`src/rtl/instruction_fetch_pkg.sv`:
```
// rtl/instruction_fetch_pkg.sv - shared state encoding, width defaults and alignment helper for the fetch unit
package instruction_fetch_pkg;

    localparam int ADDR_W_DEFAULT  = 64;
    localparam int INSTR_W_DEFAULT = 32;

    // Instructions are 4-byte aligned; any of these bits set in a target PC is a fault.
    localparam logic [1:0] ALIGN_MASK = 2'b11;

    typedef enum logic [2:0] {
        IDLE  = 3'd0,
        REQ   = 3'd1,
        WAIT  = 3'd2,
        HOLD  = 3'd3,
        FAULT = 3'd4
    } fetch_state_t;

    function automatic logic is_misaligned(input logic [1:0] low_bits);
        return (low_bits & ALIGN_MASK) != 2'b00;
    endfunction

endpackage

```
`src/rtl/pc_register.sv`:
```
// rtl/pc_register.sv - program counter register, reloaded with the reset vector on reset
module pc_register #(
    parameter int ADDR_W = 64
) (
    input  logic              clk,
    input  logic              reset_l,
    input  logic [ADDR_W-1:0] start_pc,
    input  logic              load,
    input  logic [ADDR_W-1:0] next_pc,
    output logic [ADDR_W-1:0] pc
);

    always_ff @(posedge clk) begin
        if (!reset_l) begin
            pc <= start_pc;
        end else if (load) begin
            pc <= next_pc;
        end
    end

endmodule

```
`src/rtl/instruction_fetch_unit.sv`:
```
// rtl/instruction_fetch_unit.sv - single-outstanding instruction fetch FSM with hold, retire count and misalignment fault
module instruction_fetch_unit
    import instruction_fetch_pkg::*;
#(
    parameter int ADDR_W  = ADDR_W_DEFAULT,
    parameter int INSTR_W = INSTR_W_DEFAULT
) (
    input  logic               CLK,
    input  logic               Reset_L,
    input  logic [ADDR_W-1:0]  StartPC,
    input  logic [ADDR_W-1:0]  NextPC,
    input  logic               PCWrite,
    output logic               IMemReqValid,
    input  logic               IMemReqReady,
    output logic [ADDR_W-1:0]  IMemAddr,
    input  logic               IMemRespValid,
    input  logic [INSTR_W-1:0] IMemRespData,
    output logic [INSTR_W-1:0] Instruction,
    output logic               InstrValid,
    output logic [ADDR_W-1:0]  CurrentPC,
    output logic               Misaligned,
    output logic [31:0]        FetchCount
);

    fetch_state_t state;
    fetch_state_t state_next;
    logic         retire;
    logic         bad_target;

    // PCWrite only has meaning while an instruction is being held for the core.
    assign retire     = (state == HOLD) && PCWrite;
    assign bad_target = is_misaligned(NextPC[1:0]);
    assign IMemAddr   = CurrentPC;

    pc_register #(
        .ADDR_W (ADDR_W)
    ) u_pc_register (
        .clk      (CLK),
        .reset_l  (Reset_L),
        .start_pc (StartPC),
        .load     (retire),
        .next_pc  (NextPC),
        .pc       (CurrentPC)
    );

    always_ff @(posedge CLK) begin
        if (!Reset_L) begin
            state       <= IDLE;
            Instruction <= '0;
            Misaligned  <= 1'b0;
            FetchCount  <= '0;
        end else begin
            state <= state_next;
            if (state == WAIT && IMemRespValid) begin
                Instruction <= IMemRespData;
            end
            if (retire) begin
                FetchCount <= FetchCount + 32'd1;
            end
            if (retire && bad_target) begin
                Misaligned <= 1'b1;
            end
        end
    end

    always_comb begin
        state_next   = state;
        IMemReqValid = 1'b0;
        InstrValid   = 1'b0;
        case (state)
            IDLE: begin
                state_next = REQ;
            end
            REQ: begin
                IMemReqValid = 1'b1;
                if (IMemReqReady) begin
                    state_next = WAIT;
                end
            end
            WAIT: begin
                if (IMemRespValid) begin
                    state_next = HOLD;
                end
            end
            HOLD: begin
                InstrValid = 1'b1;
                if (PCWrite) begin
                    state_next = bad_target ? FAULT : REQ;
                end
            end
            FAULT: begin
                state_next = FAULT;
            end
            default: begin
                state_next = IDLE;
            end
        endcase
    end

endmodule

```
`config.mk`:
```
export PLATFORM = sky130hd
export DESIGN_NAME = instruction_fetch_unit
export DESIGN_NICKNAME = d
export VERILOG_FILES = /design/src/rtl/instruction_fetch_pkg.sv /design/src/rtl/pc_register.sv /design/src/rtl/instruction_fetch_unit.sv
export SDC_FILE = /design/constraint.sdc
export NUM_CORES = 1
export LEC_CHECK = 0
export ABC_AREA = 1
export BUFFER_PORTS_ARGS = -buffer_cell sky130_fd_sc_hd__buf_4
export CAP_MARGIN = 20
export CORE_ASPECT_RATIO = 2
export CORE_UTILIZATION = 25
export CTS_BUF_LIST = sky130_fd_sc_hd__clkbuf_8
export DETAILED_ROUTE_END_ITERATION = 8
export SLEW_MARGIN = 20
export SYNTH_ARGS = -nofsm -noshare
export SYNTH_HDL_FRONTEND = slang
export SYNTH_HIERARCHICAL = 1
export SYNTH_SLANG_ARGS = --single-unit
```
`constraint.sdc`:
```
create_clock -name CLK -period 4 [get_ports CLK]
set_input_delay 1.2 -clock CLK [delete_from_list [all_inputs] [get_ports CLK]]
set_output_delay 1.2 -clock CLK [all_outputs]
set_load 0.02 [all_outputs]
```
* After elaboration in Yosys (flattened, before gate mapping)
Cells that the tools add are included.
** Word-level totals
- Flip-flop bits (word level) :: 132
- Input bits :: 165
- Logic and storage cells :: 29
** Cells by class
- $add $sub $neg :: 1
- Equality and inequality tests :: 8
- Multiplexer cells :: 9
- Reductions and logical operators :: 6
** Operators with widths (number)
- $mux 64 :: 2
- $add 32x1->32 const B :: 1
- $pmux 3 s5 :: 1
- $mux 3 :: 4
- $eq 3x2->1 const B :: 2
- $ne 2x2->1 const B :: 3
- $eq 3x1->1 const B :: 1
- $eq 3x3->1 const B :: 1
- $logic_and 1x1->1 :: 3
- $logic_not 3->1 :: 1
- $reduce_and 3->1 :: 1
- $mux 1 :: 2
- $ne 2x1->1 const B :: 1
- $reduce_bool 2->1 :: 1

* Longest topological paths before layout
- Depth in word-level cells :: 4
- Depth in mapped cells :: 10
- Depth with buffers taken out :: 10

* Hierarchy
The synthesis kept the hierarchy.
** Modules (own cells, without submodules)
- instruction_fetch_unit :: instances 1, cells each 517, area each 3613.5 um2, seq. area each 1361.3 um2
- pc_register :: instances 1, cells each 272, area each 2756.4 um2, seq. area each 1921.8 um2

* Worst setup path before layout
OpenSTA, ideal clock, no wires.
- Path kind :: input to register
- Start point :: input port PCWrite
- End point :: register u_pc_register.pc[0], enable pin
- Arrival :: 3.050 ns
- Required time :: 3.576 ns
- Setup slack :: 0.526 ns
- Stages on the path :: 5
- Cell sequence :: nand4_4 > buf_6 > inv_2 > inv_1 > nand2_1
** On the way
- Longest elaborated chain between the ends :: 2
** Ends and longest elaborated chain
- from (decl) :: line instruction_fetch_unit.sv:12 : input logic PCWrite,
- $logic_and 1x1->1 :: line instruction_fetch_unit.sv:31 : assign retire = (state == HOLD) && PCWrite;
- named net retire :: line instruction_fetch_unit.sv:27 : logic retire;
- $ne 2x1->1 (no line)
- to (signal assigned) :: line pc_register.sv:15 : pc <= start_pc;
- to (signal assigned) :: line pc_register.sv:17 : pc <= next_pc;
- to (decl) :: line pc_register.sv:10 : output logic [ADDR_W-1:0] pc
The timed path passes the listed nets, and every way through them passes these cells.
A chain may end at the register's enable or synchronous reset.

* Worst setup path after layout
- Start point :: register state[0]
- End point :: output port InstrValid
** On the way
- Longest elaborated chain between the ends :: 2
** Ends and longest elaborated chain
- from (decl) :: line instruction_fetch_unit.sv:25 : fetch_state_t state;
- from (signal assigned) :: line instruction_fetch_unit.sv:53 : state <= state_next;
- $eq 3x2->1 :: line instruction_fetch_unit.sv:70 : case (state)
- $mux 1 :: line instruction_fetch_unit.sv:70
- to (decl) :: line instruction_fetch_unit.sv:19 : output logic InstrValid,
No other way between the ends.

==> impl_metrics.toml <==
[worst_setup_path]
crit_fanout = 5
crit_required_ns = 2.80
cp_num_buf_inv = 1
cp.arrival_ns = 1.48
crit_family = "flip-flops"
path_cells = "nand2_1, nor2_1, buf_4"
path_class = "reg -> out"
end_kind = "output pin"
slowest_stage = "dfxtp_1"
critPathLaunchType = "register"
max_stage_delay_ns = 0.45

[detailed_routing]
drt_iter0_drc = 303
drt_wl_total_um = 22500
viasPerCell = 4.27
firstDrtPassIters = 4
drcViolationCount = 0
num_vias = 6103
met2WireLength_um = 12400
route.met3.wl_um = 1910
maxUsedRoutingLayer = "met4"
met1_length_um = 7520
avgRoutedWirePerCell_um = 15.8
ant_nets = 0

[yosys]
syn-instance-count = 789
syn_avg_cell_area_um2 = 8.07
synth_area_um2 = 6370
yosysSeqAreaShare_pct = 51.5
syn-num-nets = 955
ys_ff_latch = 132
synth_warnings = 6
synth_cell_type_count = 33

[global_route]
overflow = 0
grt_pass1_wl_um = 32900
antenna_found_initial = 0
grt_max_degree = 95
grt_usage_pct = 17.4
grt_pass1_vias = 5930

[final_layout]
regArea_um2 = 3280
area_delta_synth_final_pct = 46.2
fillers = 2684
nNetsFinal = 1246
final_cells = 1429
antenna_cells = 0
multi_input_area_um2 = 2260
drive_gt1_share_pct = 38.6

[sta]
rsz0062_at_grt = "false"
holdWs_ns = 0.451
fin_crit_ns = 2.68
hold_violations = 0
relSlewSlack_pct = 53.6
finalSetupTns_ns = 0
fin_crit_sh_pct = 67.1
setup_violations = 0
final.setup_skew_ns = 0.0129
slew_violations = 0
fmax_mhz = 373
worstMarginPinSlew_ns = 0.696

[clocking]
ctsResizeCount = 0
tritoncts = "built"
cts.path.max_buffers = 2
cts_buffers = 17
htreeDepth = 4
cts_root_buffer = "clkbuf_8"
clk_pin_slew_worst_paths_ns = 0.08
clk-insertion-delay-late_ns = 0.50
cts.sinks = 132
holdBufCountCts = 0
postCtsSetupBuffers = 0

[floorplanning]
row_count = 82
io_pins = 360
coreArea_um2 = 25000
dieHeight_um = 228
die-area_um2 = 26200
chipWidth_um = 115
initial_utilization_pct = 25.4

[placed_design]
io_buffers = 359
gp_congestion = 0.900
dp_hpwl_um = 17300
post-place-cells = 1397

[power_and_ir_drop]
pwr_density_cell_nw_per_um2 = 389
irDropWorstVdd_mv = 0.231
cellLeakagePower_nw = 4.39

[run]
max-cap-violations = 0

[outcome]
status = "finished, final reports clean"

[hold_path]
hold_class = "reg -> reg"
logic make-up after synthesis:
logic type	Yosys count	synth area share (%)
and+or+nand+nor	453	29.8
buffers and inverters	139	13.1
DFF	132	51.5
AOI/OAI and AO/OA	63	5.21
xor gates and xnor gates	1	0.138
adders and majority gates	1	0.196
where the power goes:
part	switching, mW	total (mW)	internal, mW	leakage [nW]
Sequential	0.0720	1.61	1.54	1.19
Clock	0.595	1.22	0.622	0.212
Combinational	0.449	0.801	0.352	2.99
Total	1.12	3.63	2.51	4.39
sequential cells by signal, indices dropped and copies added, names as in the netlist:
name / flops
Misaligned: 1
u_pc_register/pc: 64
state: 3
FetchCount: 32
Instruction: 32
layer usage:
metal,vias to the layer above,GRT usage [%]
met1,2733,15.9
met4,0,9.46
met3,43,4.94
met5,-,0
met2,301,33.2
li1,3026,-
cell usage after synthesis, drive strengths merged:
cell	instances	area share (%)
nand4	9	1.1
buf	82	9.7
ha	1	0.20
xor2	1	0.14
nor3b	1	0.12
nand3b	1	0.12
nor2	130	8.7
nand2	271	16
edfxtp	64	30
nand3	27	2.1
or2	1	0.098
dfxtp	68	21
a21oi	16	1.3
and3	1	0.098
inv	48	2.8
o21a	2	0.24
a31oi	1	0.098
o21ai	40	3.1
clkbuf	9	0.53
o21bai	4	0.47
nor3	12	1.4
worst register-to-register path: stages, from the launching register on:
cell     delay (ns)
dfxtp_1        0.45
nand4_4        0.11
buf_4          0.24
inv_2          0.13
inv_1          0.07
nand2_4        0.40
buf_12         0.29
cells in the final DEF (no fill, tap or decap), types with 2 or more instances in the layout:
cell	netlist	routed
a21oi_1	16	16
buf_12	0	2
buf_4	67	361
bufinv_16	0	3
clkbuf_8	0	17
clkinv_4	0	2
clkinvlp_4	0	2
dfxtp_1	68	68
edfxtp_1	64	64
inv_1	42	44
inv_2	6	5
inv_6	0	4
nand2_1	269	268
nand2_2	2	2
nand3_1	27	27
nand4_1	8	8
nor2_1	116	116
nor2_2	9	9
nor2_4	4	4
nor3_1	8	8
nor3_2	3	3
o21a_1	2	2
o21ai_0	37	37
o21ai_1	3	3
o21bai_1	4	4
worst paths after layout:
path / start / to / slack (ns) / cells past startpoint
max: state[0] / InstrValid / 1.32 / 3
min: Misaligned / Misaligned / 0.45 / 2
max reg2reg: state[0] / u_pc_register/pc[63] / 2.00 / 6
min reg2reg: Misaligned / Misaligned / 0.45 / 2
metrics by stage:
stage	worst slack, ns	instance area, µm²	power, mW	utilization [%]
CTS	1.27	9310	3.69	37.2
finish	1.32	9310	3.63	37.2
floorplan	0.526	6370	2.09	-
global placement	1.13	8890	2.44	35.5
global route	1.26	9310	3.80	37.2
detailed placement	1.13	8900	2.45	35.5
layout make-up:
cell class	instances	share of cell area, %
Sequential cell	132	35.3
Clock buffer	17	2.51
Inverter	48	1.96
Tap cell	336	4.51
Timing Repair Buffer	363	29.5
Clock inverter	15	1.95
Multi-Input combinational cell	518	24.3
Power figures use the tool's default switching activity.
